**src/rtl/wb_arb_pkg.sv**
```systemverilog
`default_nettype none
// ============================================================================
// Module   : wb_arb_pkg
// Purpose  : Shared constants and helpers for the writeback port arbiter.
//            Holds the data/address widths, default requester count,
//            wait-counter width and saturation value, and the
//            rotate-priority index helper used by rr_picker.
// Revision : 1.0 - initial release
// ============================================================================
package wb_arb_pkg;

    localparam int              c_XLEN         = 32;
    localparam int              c_AW           = 5;
    localparam int              c_NUM_REQ      = 3;
    localparam int              c_WAIT_CNT_W   = 4;
    localparam logic [3:0]      c_WAIT_CNT_MAX = 4'd15;

    // Position 'offset' in the rotated priority order that starts at 'base'.
    function automatic int unsigned rr_index(input int unsigned base,
                                             input int unsigned offset,
                                             input int unsigned n);
        return (base + offset) % n;
    endfunction

endpackage
`default_nettype wire

```
**src/rtl/wb_port_arbiter_rr_picker.sv**
```systemverilog
`default_nettype none
// ============================================================================
// Module   : rr_picker
// Purpose  : Combinational round-robin picker. Searches i_valid starting at
//            i_ptr, wrapping modulo N; the first set bit wins.
// Ports    : i_valid [N]  - request vector
//            i_ptr   [PW] - index with highest priority this cycle
//            o_grant [N]  - one-hot grant (zero when nothing valid)
//            o_idx   [PW] - encoded index of the winner
//            o_any        - a winner exists
// Revision : 1.0 - initial release
// ============================================================================
module rr_picker
    import wb_arb_pkg::*;
#(
    parameter int N  = 3,
    parameter int PW = $clog2(N)
) (
    input  logic [N-1:0]  i_valid,
    input  logic [PW-1:0] i_ptr,
    output logic [N-1:0]  o_grant,
    output logic [PW-1:0] o_idx,
    output logic          o_any
);

    logic [PW-1:0] w_j;

    // Walk the priority order from lowest to highest priority so the last
    // hit written is the highest-priority valid requester.
    always_comb begin
        o_grant = '0;
        o_idx   = '0;
        o_any   = 1'b0;
        w_j     = '0;
        for (int k = N - 1; k >= 0; k--) begin
            w_j = PW'(rr_index(int'(i_ptr), k, N));
            if (i_valid[w_j]) begin
                o_idx = w_j;
                o_any = 1'b1;
            end
        end
        if (o_any) begin
            o_grant[o_idx] = 1'b1;
        end
    end

endmodule
`default_nettype wire

```
**src/rtl/wb_port_arbiter.sv**
```systemverilog
`default_nettype none
// ============================================================================
// Module   : wb_port_arbiter
// Purpose  : Shares the register-file write port between NUM_REQ writeback
//            requesters with round-robin grants, registers the winning
//            write onto we/wr_address/wr_value, tracks per-requester wait
//            time, and optionally forwards the in-flight write to the read
//            ports.
// Config   : WB_ARB_FORWARD_EN - when defined, rs1/rs2_value take wr_value
//            on an address match while we=1; otherwise pure pass-through.
// Ports    : clk, reset (async, active-high)
//            req_valid/req_addr/req_data in, req_ready out (one-hot grant)
//            wb_hold in - blocks all grants
//            we/wr_address/wr_value out - registered write port
//            rs1/rs2_address, rs1/rs2_rf in; rs1/rs2_value out
//            grant_cnt_overflow out - sticky wait-counter saturation flag
// Revision : 1.0 - initial release
// ============================================================================
module wb_port_arbiter
    import wb_arb_pkg::*;
#(
    parameter int NUM_REQ = c_NUM_REQ,
    parameter int XLEN    = c_XLEN,
    parameter int AW      = c_AW
) (
    input  logic                    clk,
    input  logic                    reset,
    input  logic [NUM_REQ-1:0]      req_valid,
    input  logic [NUM_REQ*AW-1:0]   req_addr,
    input  logic [NUM_REQ*XLEN-1:0] req_data,
    output logic [NUM_REQ-1:0]      req_ready,
    input  logic                    wb_hold,
    output logic                    we,
    output logic [AW-1:0]           wr_address,
    output logic [XLEN-1:0]         wr_value,
    input  logic [AW-1:0]           rs1_address,
    input  logic [AW-1:0]           rs2_address,
    input  logic [XLEN-1:0]         rs1_rf,
    input  logic [XLEN-1:0]         rs2_rf,
    output logic [XLEN-1:0]         rs1_value,
    output logic [XLEN-1:0]         rs2_value,
    output logic                    grant_cnt_overflow
);

    localparam int PW = $clog2(NUM_REQ);

    logic [PW-1:0]           r_rr_ptr;
    logic                    r_we;
    logic [AW-1:0]           r_wr_address;
    logic [XLEN-1:0]         r_wr_value;
    logic                    r_overflow;
    logic [c_WAIT_CNT_W-1:0] r_wait_cnt [NUM_REQ];

    logic [NUM_REQ-1:0]      w_elig;
    logic [NUM_REQ-1:0]      w_grant;
    logic [PW-1:0]           w_idx;
    logic                    w_xfer;
    logic [AW-1:0]           w_sel_addr;
    logic [XLEN-1:0]         w_sel_data;
    logic [PW-1:0]           w_ptr_next;
    logic                    w_any_sat;

    // Hold masks the request vector so no grant can be issued while stalled.
    assign w_elig = wb_hold ? '0 : req_valid;

    rr_picker #(
        .N  (NUM_REQ),
        .PW (PW)
    ) u_rr_picker (
        .i_valid (w_elig),
        .i_ptr   (r_rr_ptr),
        .o_grant (w_grant),
        .o_idx   (w_idx),
        .o_any   (w_xfer)
    );

    assign req_ready  = w_grant;
    assign w_sel_addr = req_addr[w_idx*AW +: AW];
    assign w_sel_data = req_data[w_idx*XLEN +: XLEN];
    assign w_ptr_next = (w_idx == PW'(NUM_REQ - 1)) ? '0 : w_idx + 1'b1;

    // Output stage: x0 writes complete the handshake but never raise we.
    always_ff @(posedge clk or posedge reset) begin
        if (reset) begin
            r_rr_ptr     <= '0;
            r_we         <= 1'b0;
            r_wr_address <= '0;
            r_wr_value   <= '0;
        end else if (w_xfer) begin
            r_rr_ptr     <= w_ptr_next;
            r_we         <= (w_sel_addr != '0);
            r_wr_address <= w_sel_addr;
            r_wr_value   <= w_sel_data;
        end else begin
            r_we         <= 1'b0;
        end
    end

    // Wait counters count cycles a valid requester was passed over while
    // the pipeline was free to grant.
    always_ff @(posedge clk or posedge reset) begin
        if (reset) begin
            for (int i = 0; i < NUM_REQ; i++) begin
                r_wait_cnt[i] <= '0;
            end
        end else begin
            for (int i = 0; i < NUM_REQ; i++) begin
                if (w_grant[i]) begin
                    r_wait_cnt[i] <= '0;
                end else if (req_valid[i] && !wb_hold &&
                             (r_wait_cnt[i] != c_WAIT_CNT_MAX)) begin
                    r_wait_cnt[i] <= r_wait_cnt[i] + 1'b1;
                end
            end
        end
    end

    always_comb begin
        w_any_sat = 1'b0;
        for (int i = 0; i < NUM_REQ; i++) begin
            if (r_wait_cnt[i] == c_WAIT_CNT_MAX) begin
                w_any_sat = 1'b1;
            end
        end
    end

    always_ff @(posedge clk or posedge reset) begin
        if (reset) begin
            r_overflow <= 1'b0;
        end else if (w_any_sat) begin
            r_overflow <= 1'b1;
        end
    end

    assign we                 = r_we;
    assign wr_address         = r_wr_address;
    assign wr_value           = r_wr_value;
    assign grant_cnt_overflow = r_overflow;

`ifdef WB_ARB_FORWARD_EN
    assign rs1_value = (r_we && (r_wr_address == rs1_address)) ? r_wr_value : rs1_rf;
    assign rs2_value = (r_we && (r_wr_address == rs2_address)) ? r_wr_value : rs2_rf;
`else
    logic w_unused_rd_addr;
    assign w_unused_rd_addr = ^{rs1_address, rs2_address};
    assign rs1_value = rs1_rf;
    assign rs2_value = rs2_rf;
`endif

endmodule
`default_nettype wire

```
**config.mk**
```make
export PLATFORM = sky130hd
export DESIGN_NAME = wb_port_arbiter
export DESIGN_NICKNAME = d
export VERILOG_FILES = /design/src/rtl/wb_arb_pkg.sv /design/src/rtl/wb_port_arbiter_rr_picker.sv /design/src/rtl/wb_port_arbiter.sv
export SDC_FILE = /design/constraint.sdc
export NUM_CORES = 1
export LEC_CHECK = 0
export CORE_AREA = 3 3 113 115
export DETAILED_ROUTE_END_ITERATION = 6
export DIE_AREA = 0 0 116 118
export PLACE_DENSITY = 0.82
export SYNTH_ARGS = -nofsm -noshare
export SYNTH_HDL_FRONTEND = slang
export SYNTH_SLANG_ARGS = --single-unit
export TNS_END_PERCENT = 20
```
**constraint.sdc**
```tcl
create_clock -name clk -period 2.75 [get_ports clk]
set_input_delay 0.4125 -clock clk [delete_from_list [all_inputs] [get_ports clk]]
set_output_delay 0.4125 -clock clk [all_outputs]
set_load 0.1 [all_outputs]
```
Yosys cells after proc, flatten, opt, wreduce, memory -nomap -nowiden. Index checks and enable logic that the tools add are counted.

Add/subtract/negate cells: 6. Multiply operators: 1. Divide/modulo/power cells: 3. Magnitude comparators: 5. Eq/ne operators: 7. Shift operators: 2. Multiplexer cells: 27. Reductions and logical operators: 12.

Operator list (number): $shiftx 96x8->32 (1); $mod 32x2->32 const B (2); $mod 2x2->32 const B (1); $mux 4 (6); $shiftx 15x6->5 (1); $add 4x1->4 const B (3); $eq 4x4->1 const B (3); $lt 2x3->1 const B (4); $ne 4x4->1 const B (3); $mux 1 (11); $mux 2 (4); $logic_and 1x1->1 (7); $bmux 1 s2 (3); $mux 3 (2); $reduce_bool 2->1 (3); $mul 2x3->5 const B (1); $reduce_bool 5->1 (1); $add 2x1->3 const B (1); $add 2x2->3 const B (1); $add 2x1->2 const B (1); $demux 1 s2 (1); $eq 2x2->1 const B (1); $ge 2x1->1 const B (1); $logic_not 1->1 (1).

Register bits after elaboration: 53. Input bits: 191. Output and inout port bits: 106.

Depth between registers and ports, before layout. Gate-level depths: netlist of run 1.

Word-level depth: 13. Gate-level depth with buffers: 11. Mapped depth without buffers: 8.

By module. A second synthesis of run 1 with hierarchy kept.

Cell total of the unflattened synthesis: 393. Area, all modules: 3472.1 sq um.

Modules (own cells, without submodules): wb_port_arbiter (instances 1, cells each 362, area an instance 3258.1 sq um, sequential area each 1326.3 sq um); rr_picker (instances 1, cells each 31, area an instance 214.0 sq um, sequential area each 0.0 sq um).

Worst setup path before layout of run 1. Ideal clock, no wire load.

Path kind: register to output. Start point: register r_rr_ptr[1]. End point: output req_ready[1]. Arrival: 2671 ps. Path slack: -334 ps. Stages on the path, launching flop included: 9. Path buffers: 2. Cells stage by stage: dfrtp_1 > inv_1 > ha_1 > buf_2 > mux2_4 > a221oi_1 > a21oi_2 > inv_2 > clkbuf_1.

Cells in the longest elaborated chain, start to end: 12.

RTL lines: start: declaration (RTL line wb_port_arbiter.sv:47) `logic [PW-1:0] r_rr_ptr;`; start signal: assignment (RTL line wb_port_arbiter.sv:90) `r_rr_ptr <= w_ptr_next;`; $add 2x2->3 (RTL line wb_arb_pkg.sv:22) `return (base + offset) % n;`; $mod 32x2->32 (RTL line wb_arb_pkg.sv:22); $bmux 1 s2 (RTL line wb_port_arbiter_rr_picker.sv:37) `if (i_valid[w_j]) begin`; $mux 1 (implied by the code) (RTL line wb_port_arbiter_rr_picker.sv:37); $mux 2 (3 in series) (RTL line wb_port_arbiter_rr_picker.sv:37); $lt 2x3->1 (implied by the code) / $ge 2x1->1 (equally long branches) (RTL line wb_port_arbiter_rr_picker.sv:43) `o_grant[o_idx] = 1'b1;`; $logic_and 1x1->1 (implied by the code) (RTL line wb_port_arbiter_rr_picker.sv:43); $mux 1 (implied by the code) (RTL line wb_port_arbiter_rr_picker.sv:43); $demux 1 s2; $mux 3 (*) (RTL line wb_port_arbiter_rr_picker.sv:42) `if (o_any) begin`; end: declaration (RTL line wb_port_arbiter.sv:31) `output logic [NUM_REQ-1:0] req_ready,`.

Mark *: on every way between the ends. The rest lies on a longest branch, timed or not. The select of a mux whose other input is x is not followed.

Final worst setup path of run 1.
Start point: register r_rr_ptr[1]. End point: output req_ready[0].

The elaborated chain is that of the path after synthesis.

==> flow_summary.yaml, run 1 <==
placed_design:
  dp.cells: 592
  place_congestion: 0.779
  hpwl_um: 8260
  port_buffers: 158
  pre_cts_ws_ns: -0.0492
global_routing:
  grt-busiest-layer: "met2"
  grt_pass1_wl_um: 16900
  grt_pass1_vias: 3290
  grt_max_degree: 35
  globalRouteOverflowTotal: 0
  grt_use_met3_pct: 4.68
  gr-usage-met1_pct: 18.6
  antenna_found_initial: 0
  grtUsageTotal_pct: 15.6
  grtUsageMet2_pct: 25.8
power:
  power_w: 0.00737
  p_leak_nw: 2.14
  ir_drop_uv: 811
  power_density_nw_per_um2: 1510
drt:
  drt_iter0_markers: 247
  vias: 3103
  ant_nets: 0
  wl_per_cell_um: 18.0
  via_per_inst: 5.15
  first_pass_iters: 7
  drc: 11
  wl_um: 10900
layout:
  antenna_cells: 0
  area_growth_pct: 46.4
  finish.utilization_pct: 40.9
  layout.cells.non_filler: 603
  fin_nets: 652
  drive_above_1_share_pct: 18.9
die:
  die-area_um2: 13700
  initial_core_util_pct: 27.9
  ioPinCount: 297
  die_w_um: 116
  die_h_um: 118
  rows: 40
  coreArea_um2: 11900
worst_setup_path:
  cp.buffers_inverters: 3
  reg2reg_from: "r_rr_ptr[1]"
  cp_top_family: "buffers and inverters"
  crit_path_max_incr_delay_ns: 0.41
  crit_path_start_kind: "flop"
  slowest_stage: "dfrtp_1"
  path_class: "reg2out"
  crit_fanout: 10
  crit_arrival_ns: 2.30
  worstSetupStartpoint: "r_rr_ptr[1]"
  crit_chain: "inv_1 > ha_4 > mux2_4 > and2_1 > o31ai_4 > nand3_2 > inv_4 > buf_12"
  crit_path_end_kind: "output pin"
  cp.required_ns: 2.34
timing:
  finClkSkew_ns: 0.00353
  setup_ws_ns: 0.0372
  rsz0062_at_grt: "true"
  fmax_ghz: 0.369
  worstMarginPinSlew_ns: 0.545
  hold_viol_final: 0
  layout_min_cycle_time_ns: 2.71
  setup_viol: 0
  finalCritPeriodShare_pct: 98.6
  slew_headroom_pct: 63.6
  drv_slew: 0
clock_network:
  numCtsBuffers: 5
  hold_buffers: 0
  path_clk_slew_ns: 0.07
  clock_latency_ns: 0.29
  cts_tree: "built"
  cts.sinks: 53
  clock-root-buffer: "clkbuf_16"
  clockBufferDepth: 2
  ctsHtreeMaxLevel: 2
yosys:
  synth_area_leaders: "dfrtp_1 40%, buf_4 14%, a222oi_1 6.9%, inv_1 3.3%, a22oi_1 3.2%"
  yosys.area.top_type: "dfrtp_1"
  synth_common_cells: "64 x buf_4, 53 x dfrtp_1, 29 x inv_1, 23 x a222oi_1, 22 x nor2_1"
  synthArstFlopShare_pct: 100
  ys_types: 46
  syn_area_per_cell_um2: 9.36
  synth-warning-count: 0
  synth_flop_cell: "dfrtp_1"
  synth_edf_count: 0
  yosysMostFrequentCell: "buf_4"
  synth_cells: 355
  synth-seq-area-share_pct: 39.9
  yosysTopAreaCellShare_pct: 39.9
  ys_seq_elements: 53
  synth_fp_nets: 551
  syn_area_um2: 3320
flow_run:
  drv_cap: 0
outcome:
  status: "complete, but fails checks"
  violations: "DRC"
hold_path:
  worstHoldPathType: "in2async"
[registers in the layout (all words and copies together), names as in the netlist]
signal	cells
grant_cnt_overflow	1
r_rr_ptr	2
r_wait_cnt	12
we	1
wr_address	5
wr_value	32
[worst reg2reg max path, cell delays in order, from the launching register on]
cell,delay (ns)
dfrtp_1,0.41
inv_1,0.13
ha_4,0.21
mux2_4,0.32
a221oi_1,0.38
a21oi_2,0.17
inv_2,0.12
buf_4,0.13
buf_12,0.18
a22oi_1,0.17
a41oi_1,0.19
[per-stage QoR]
step / setup TNS [ns] / cell area, µm² / hold slack, ns
floorplan: -0.764 / 3330 / 0.504
global placement: 0 / 4610 / 0.486
detailed placement: -0.0492 / 4610 / 0.482
CTS: 0 / 4840 / 0.498
global route: -0.122 / 4870 / 0.528
finish: 0 / 4870 / 0.483
[final timing paths]
| path | slack (ns) | to | cells after the start |
|---|---|---|---|
| min in group clk | 0.50 | grant_cnt_overflow | 2 |
| max in group asynchronous | 1.71 | wr_value[17] | 3 |
| min reg2reg | 0.50 | grant_cnt_overflow | 2 |
| min | 0.48 | wr_value[13] | 2 |
| max | 0.04 | req_ready[0] | 8 |
| max reg2reg | 0.25 | we | 10 |
[cell families after synthesis]
| kind of cell | count (synthesis) | synth area share (%) |
|---|---|---|
| buffers and inverters | 118 | 21.3 |
| AOI/OAI and AO/OA | 102 | 23.1 |
| and+or+nand+nor | 62 | 9.45 |
| DFF | 53 | 39.9 |
| xor gates and xnor gates | 9 | 2.37 |
| muxes | 6 | 2.03 |
| adders and majority gates | 5 | 1.88 |
[layer usage]
metal / part of all wire, % / up-vias / routed length [µm]
li1: - / 1423 / -
met1: 38 / 1462 / 4090
met4: 2.8 / 0 / 309
met5: 0 / - / 0
met3: 9.6 / 42 / 1040
met2: 50 / 176 / 5410
[final cells by class]
class                           instances  area (µm²)
Clock inverter                          2        35.0
Multi-Input combinational cell        184        1330
Fill cell                            1152        7040
Sequential cell                        53        1330
Inverter                               31         135
Tap cell                              147         184
Timing Repair inverter                  1        8.76
Clock buffer                            5         125
Timing Repair Buffer                  180        1730
[cell usage in the layout, fill, tap and decap left out, types with 11 or more instances in the layout]
| cell type | count |
|---|---|
| nand3_1 | 13 |
| buf_4 | 57 |
| inv_1 | 27 |
| a222oi_1 | 23 |
| clkdlybuf4s50_1 | 116 |
| a31oi_1 | 16 |
| o21ai_0 | 11 |
| nor2_1 | 22 |
| o21ai_1 | 20 |
| dfrtp_1 | 53 |
| a22oi_1 | 14 |
[report_power, final]
part | switching [W] | internal [W] | total [W] | leakage, nW
combinational | 0.00376 | 0.00151 | 0.00527 | 1.42
sequential | 0.000240 | 0.00117 | 0.00141 | 0.645
clock | 0.000270 | 0.000423 | 0.000693 | 0.0797
[what timing repair did]
action | 4_1_cts | 5_1_grt
gates resized for setup | 11 | 2
setup buffers | 1 | 2
cloned | 1 | 0
endpoints found under the setup margin | 3 | 3
pin swaps | 0 | 2
No activity file was read; power rests on OpenSTA's default activity.
==> run 2: changes to the inputs <==
GPL_TIMING_DRIVEN = 0   (was unset)
==> flow_summary.yaml, run 2 (synthesis gave the netlist of run 1 again) <==
clock_network:
  hold_buffers: 0
  path_clk_slew_ns: 0.06
  ctsHtreeMaxLevel: 2
  clockBufferDepth: 2
  numCtsBuffers: 5
  cts_tree: "built"
  clock-root-buffer: "clkbuf_16"
  cts.sinks: 53
  clock_latency_ns: 0.28
layout:
  largest_reg_flops: 32
  layout_commonest_cell: "clkdlybuf4s50_1"
  fin_nets: 792
  multi_input_area_um2: 1340
  final_cell_mix: "218 x clkdlybuf4s50_1, 77 x buf_4, 53 x dfrtp_1"
  drive_above_1_share_pct: 19.0
  antenna_cells: 0
  area_growth_pct: 82.8
  fill_cells: 1061
  layout.cells.non_filler: 742
  finish.utilization_pct: 51.0
  seq_area_um2: 1330
worst_setup_path:
  slowest_stage: "dfrtp_1"
  cp.required_ns: 2.34
  worst_path_most_repeated_cell: "buf_6"
  reg2reg_from: "r_rr_ptr[0]"
  crit_path_start_kind: "flop"
  cp.buffers_inverters: 6
  crit_path_end_kind: "output pin"
  crit_path_max_incr_delay_ns: 0.42
  crit_fanout: 7
  crit_arrival_ns: 2.39
  worstSetupStartpoint: "r_rr_ptr[1]"
  cp_top_family: "buffers and inverters"
  path_class: "reg2out"
  crit_chain: "inv_2 > ha_4 > buf_6 > mux2_4 > and2_4 > buf_4 > o31ai_4 > buf_6 > nand3_4 > inv_4 > buf_12"
timing:
  slew_headroom_pct: 31.5
  setup_tns_ns: -0.0616
  finalCritPeriodShare_pct: 102
  hold_viol_final: 0
  rsz0062_at_grt: "true"
  drv_slew: 0
  layout_min_cycle_time_ns: 2.80
  fmax_ghz: 0.357
  setup_viol: 2
  setup_ws_ns: -0.0486
  finClkSkew_ns: 0.00226
  worstMarginPinSlew_ns: 1.02
placed_design:
  hpwl_um: 9980
  dp.cells: 724
  port_buffers: 221
  place_congestion: 0.794
power:
  ir_drop_uv: 887
  power_density_nw_per_um2: 1310
  power_w: 0.00796
  p_leak_nw: 2.65
drt:
  via_per_inst: 4.94
  vias: 3663
  wl_per_cell_um: 16.5
  first_pass_iters: 7
  wl_um: 12300
  drc: 0
  ant_nets: 0
  drt_iter0_markers: 269
hold_path:
  holdCritStartpoint: "grant_cnt_overflow"
  worstHoldPathType: "reg2reg"
global_routing:
  grt_max_degree: 28
  grt_pass1_vias: 3707
  grt_pass1_wl_um: 18800
  antenna_found_initial: 0
  globalRouteOverflowTotal: 0
  gr-usage-met1_pct: 20.5
  grtUsageTotal_pct: 17.0
  grt-busiest-layer: "met2"
  grt_use_met3_pct: 3.96
  grtUsageMet2_pct: 30.3
flow_run:
  drv_cap: 0
outcome:
  violations: "setup timing"
  status: "complete, but fails checks"
die:
  die-area_um2: 13700
  die_w_um: 116
  die_h_um: 118
  ioPinCount: 297
  coreArea_um2: 11900
  initial_core_util_pct: 27.9
  rows: 40
run 2: cell count changes in the layout (fill, tap and decap cells not counted), sizes merged:
cell	before	now
clkdlybuf4s50	116	218
buf	64	89
clkbuf	5	19
bufinv	1	0
inv	32	31
run 2: path summary, 6_finish.rpt:
kind / slack [ns] / end / cells past startpoint
setup reg to reg: 0.11 / wr_value[27] / 10
min in group asynchronous: 0.52 / wr_value[14] / 2
hold reg to reg: 0.49 / grant_cnt_overflow / 2
max in group asynchronous: 1.68 / wr_address[3] / 3
setup / recovery: -0.05 / req_ready[0] / 11
hold / removal: 0.49 / grant_cnt_overflow / 2
run 2: report_power, final:
part           internal (W)  leakage (nW)  total [W]  switching [W]
clock              0.000326        0.0655   0.000584       0.000258
sequential          0.00117         0.645    0.00141       0.000237
combinational       0.00177          1.94    0.00597        0.00419
run 2: repair_timing:
action                                  in CTS  in global routing
endpoints found under the setup margin      30                  7
setup buffers                                9                  4
gates resized for setup                     42                  7
pin swaps                                    3                  0
gates cloned                                 0                  0
run 2: final cells by class:
cell class | count | share of cell area [%]
Multi-Input combinational cell | 184 | 22.1
Clock inverter | 1 | 0.0824
Sequential cell | 53 | 21.8
Tap cell | 147 | 3.03
Inverter | 31 | 2.12
Clock buffer | 5 | 2.06
Buffer | 86 | 9.94
Timing Repair Buffer | 235 | 38.9
run 2: per-layer routing:
layer  part of all wire (%)  routed length (µm)  vias up
met5                      0                   0        -
met4                    1.2                 143        0
met3                    9.6                1170       13
met2                     52                6380      221
met1                     37                4580     1720
li1                       -                   -     1709
run 2: through the flow:
stage,cell area (µm²),hold WS [ns],setup slack [ns]
final,6080,0.489,-0.0486
after global routing,6080,0.534,-0.108
after CTS,6030,0.492,-0.0302
after detailed placement,5740,0.478,-1.49
after global placement,5720,0.474,-1.48
after floorplan,3330,0.504,-0.283
run 2: worst reg2reg max path, delay by kind of cell (launching register included):
kind	cells	cell delay, ns
adder cells (fa/ha/maj)	1	0.16
buffers and inverters	4	1.06
multiplexers	1	0.26
flip-flops	1	0.42
AO/OA/AOI/OAI	4	0.64
==> run 3: changes to the inputs <==
CTS_BUF_LIST = sky130_fd_sc_hd__clkbuf_4 sky130_fd_sc_hd__clkbuf_8 sky130_fd_sc_hd__clkbuf_16   (was unset)
MAX_ROUTING_LAYER = met4   (was unset)
==> flow_summary.yaml, run 3 (synthesis gave the netlist of run 1 again) <==
drt:
  ant_nets: 0
  wl_per_cell_um: 16.5
  via_per_inst: 4.92
  first_pass_iters: 7
  drt_iter0_markers: 236
  wl_um: 12300
  drc: 2
  vias: 3649
die:
  initial_core_util_pct: 27.9
  die-area_um2: 13700
  coreArea_um2: 11900
  die_w_um: 116
  die_h_um: 118
  rows: 40
  ioPinCount: 297
worst_setup_path:
  cp.required_ns: 2.34
  r2r_slack_ns: 0.12
  crit_path_start_kind: "flop"
  crit_arrival_ns: 2.38
  crit_fanout: 7
  crit_path_end_kind: "output pin"
  path_class: "reg2out"
clock_network:
  numCtsBuffers: 5
  hold_buffers: 0
  clockBufferDepth: 2
  cts_tree: "built"
  ctsHtreeMaxLevel: 2
  path_clk_slew_ns: 0.06
  cts.sinks: 53
  clock_latency_ns: 0.28
  clock-root-buffer: "clkbuf_16"
placed_design:
  pre_cts_ws_ns: -1.49
  port_buffers: 221
  hpwl_um: 9980
  placed_area_um2: 5740
  place_congestion: 0.805
layout:
  finish.utilization_pct: 51.0
  final_cell_mix: "218 x clkdlybuf4s50_1, 77 x buf_4, 53 x dfrtp_1"
  layout_commonest_cell: "clkdlybuf4s50_1"
  drive_above_1_share_pct: 19.0
  fin_nets: 792
  final_area_um2: 6080
  antenna_cells: 0
  area_growth_pct: 82.8
  largest_reg_flops: 32
timing:
  rsz0062_at_grt: "true"
  fmax_ghz: 0.358
  setup_viol: 2
  setup_ws_ns: -0.0438
  worstMarginPinSlew_ns: 1.03
  finalHoldWorstSlack_ns: 0.492
  drv_slew: 0
  finalCritPeriodShare_pct: 102
  finClkSkew_ns: 0.00205
  hold_viol_final: 0
  slew_headroom_pct: 31.2
  layout_min_cycle_time_ns: 2.79
hold_path:
  worstHoldPathType: "reg2reg"
global_routing:
  grt_pass1_vias: 3709
  grtUsageTotal_pct: 17.5
  antenna_found_initial: 0
  grt_max_degree: 28
  grt_pass1_wl_um: 18800
  globalRouteOverflowTotal: 0
power:
  power_w: 0.00796
  ir_drop_uv: 887
  p_leak_nw: 2.65
  power_density_nw_per_um2: 1310
outcome:
  status: "complete, but fails checks"
  violations: "DRC, setup timing"
flow_run:
  drv_cap: 0
run 3: cell counts in the layout (fill, tap and decap cells not counted):
No cell type changed its count.
run 3: final timing paths:
path                               startpoint  depth (start not counted)            endpoint
min in group asynchronous               reset                          2        wr_value[14]
hold / removal             grant_cnt_overflow                          2  grant_cnt_overflow
setup / recovery                  r_rr_ptr[1]                         11        req_ready[0]
setup reg to reg                  r_rr_ptr[0]                         10        wr_value[27]
max in group asynchronous               reset                          3       wr_address[3]
hold reg to reg            grant_cnt_overflow                          2  grant_cnt_overflow
run 3: what timing repair did:
action | CTS | global route
endpoints found under the setup margin | 30 | 7
gates resized for setup | 42 | 7
buffers inserted | 9 | 4
endpoints found under the hold margin | 0 | 0
pin swaps | 3 | 0
run 3: area by class of cell:
type	count	area, µm²
flip-flops and latches	53	1330
repair buffers	235	2360
plain buffers	86	604
clock inverters	1	5.00
multi-input cells	184	1340
fillers	1061	5830
clock buffers	5	125
inverters	31	129
well taps	147	184
run 3: routing by layer:
metal	GRT usage (%)	part of all wire (%)	routed length (µm)	vias up
met4	3.63	1.2	142	0
met1	20.9	38	4680	1709
met2	30.2	52	6340	219
met3	3.55	8.9	1100	13
li1	-	-	-	1708
met5	-	0	0	-
run 3: power breakdown:
group          internal, W  total (W)  leakage, nW  switching (W)
clock             0.000326   0.000584       0.0655       0.000258
combinational      0.00178    0.00597         1.94        0.00419
sequential         0.00117    0.00140        0.645       0.000236
total              0.00327    0.00796         2.65        0.00469
run 3: stage by stage:
stage | instances | TNS, ns
final | 742 | -0.0594
after detailed placement | 724 | -11.19
after global placement | 723 | -10.22
after floorplan | 355 | -0.764
after CTS | 738 | -0.0302
after global routing | 742 | -0.986
run 3: worst max-delay path, cell delays in order (launching register included):
cell	delay [ns]
dfrtp_1	0.41
inv_2	0.09
ha_4	0.13
buf_6	0.12
mux2_4	0.32
and2_4	0.17
buf_4	0.15
o31ai_4	0.17
buf_6	0.17
nand3_4	0.10
inv_4	0.09
buf_12	0.17
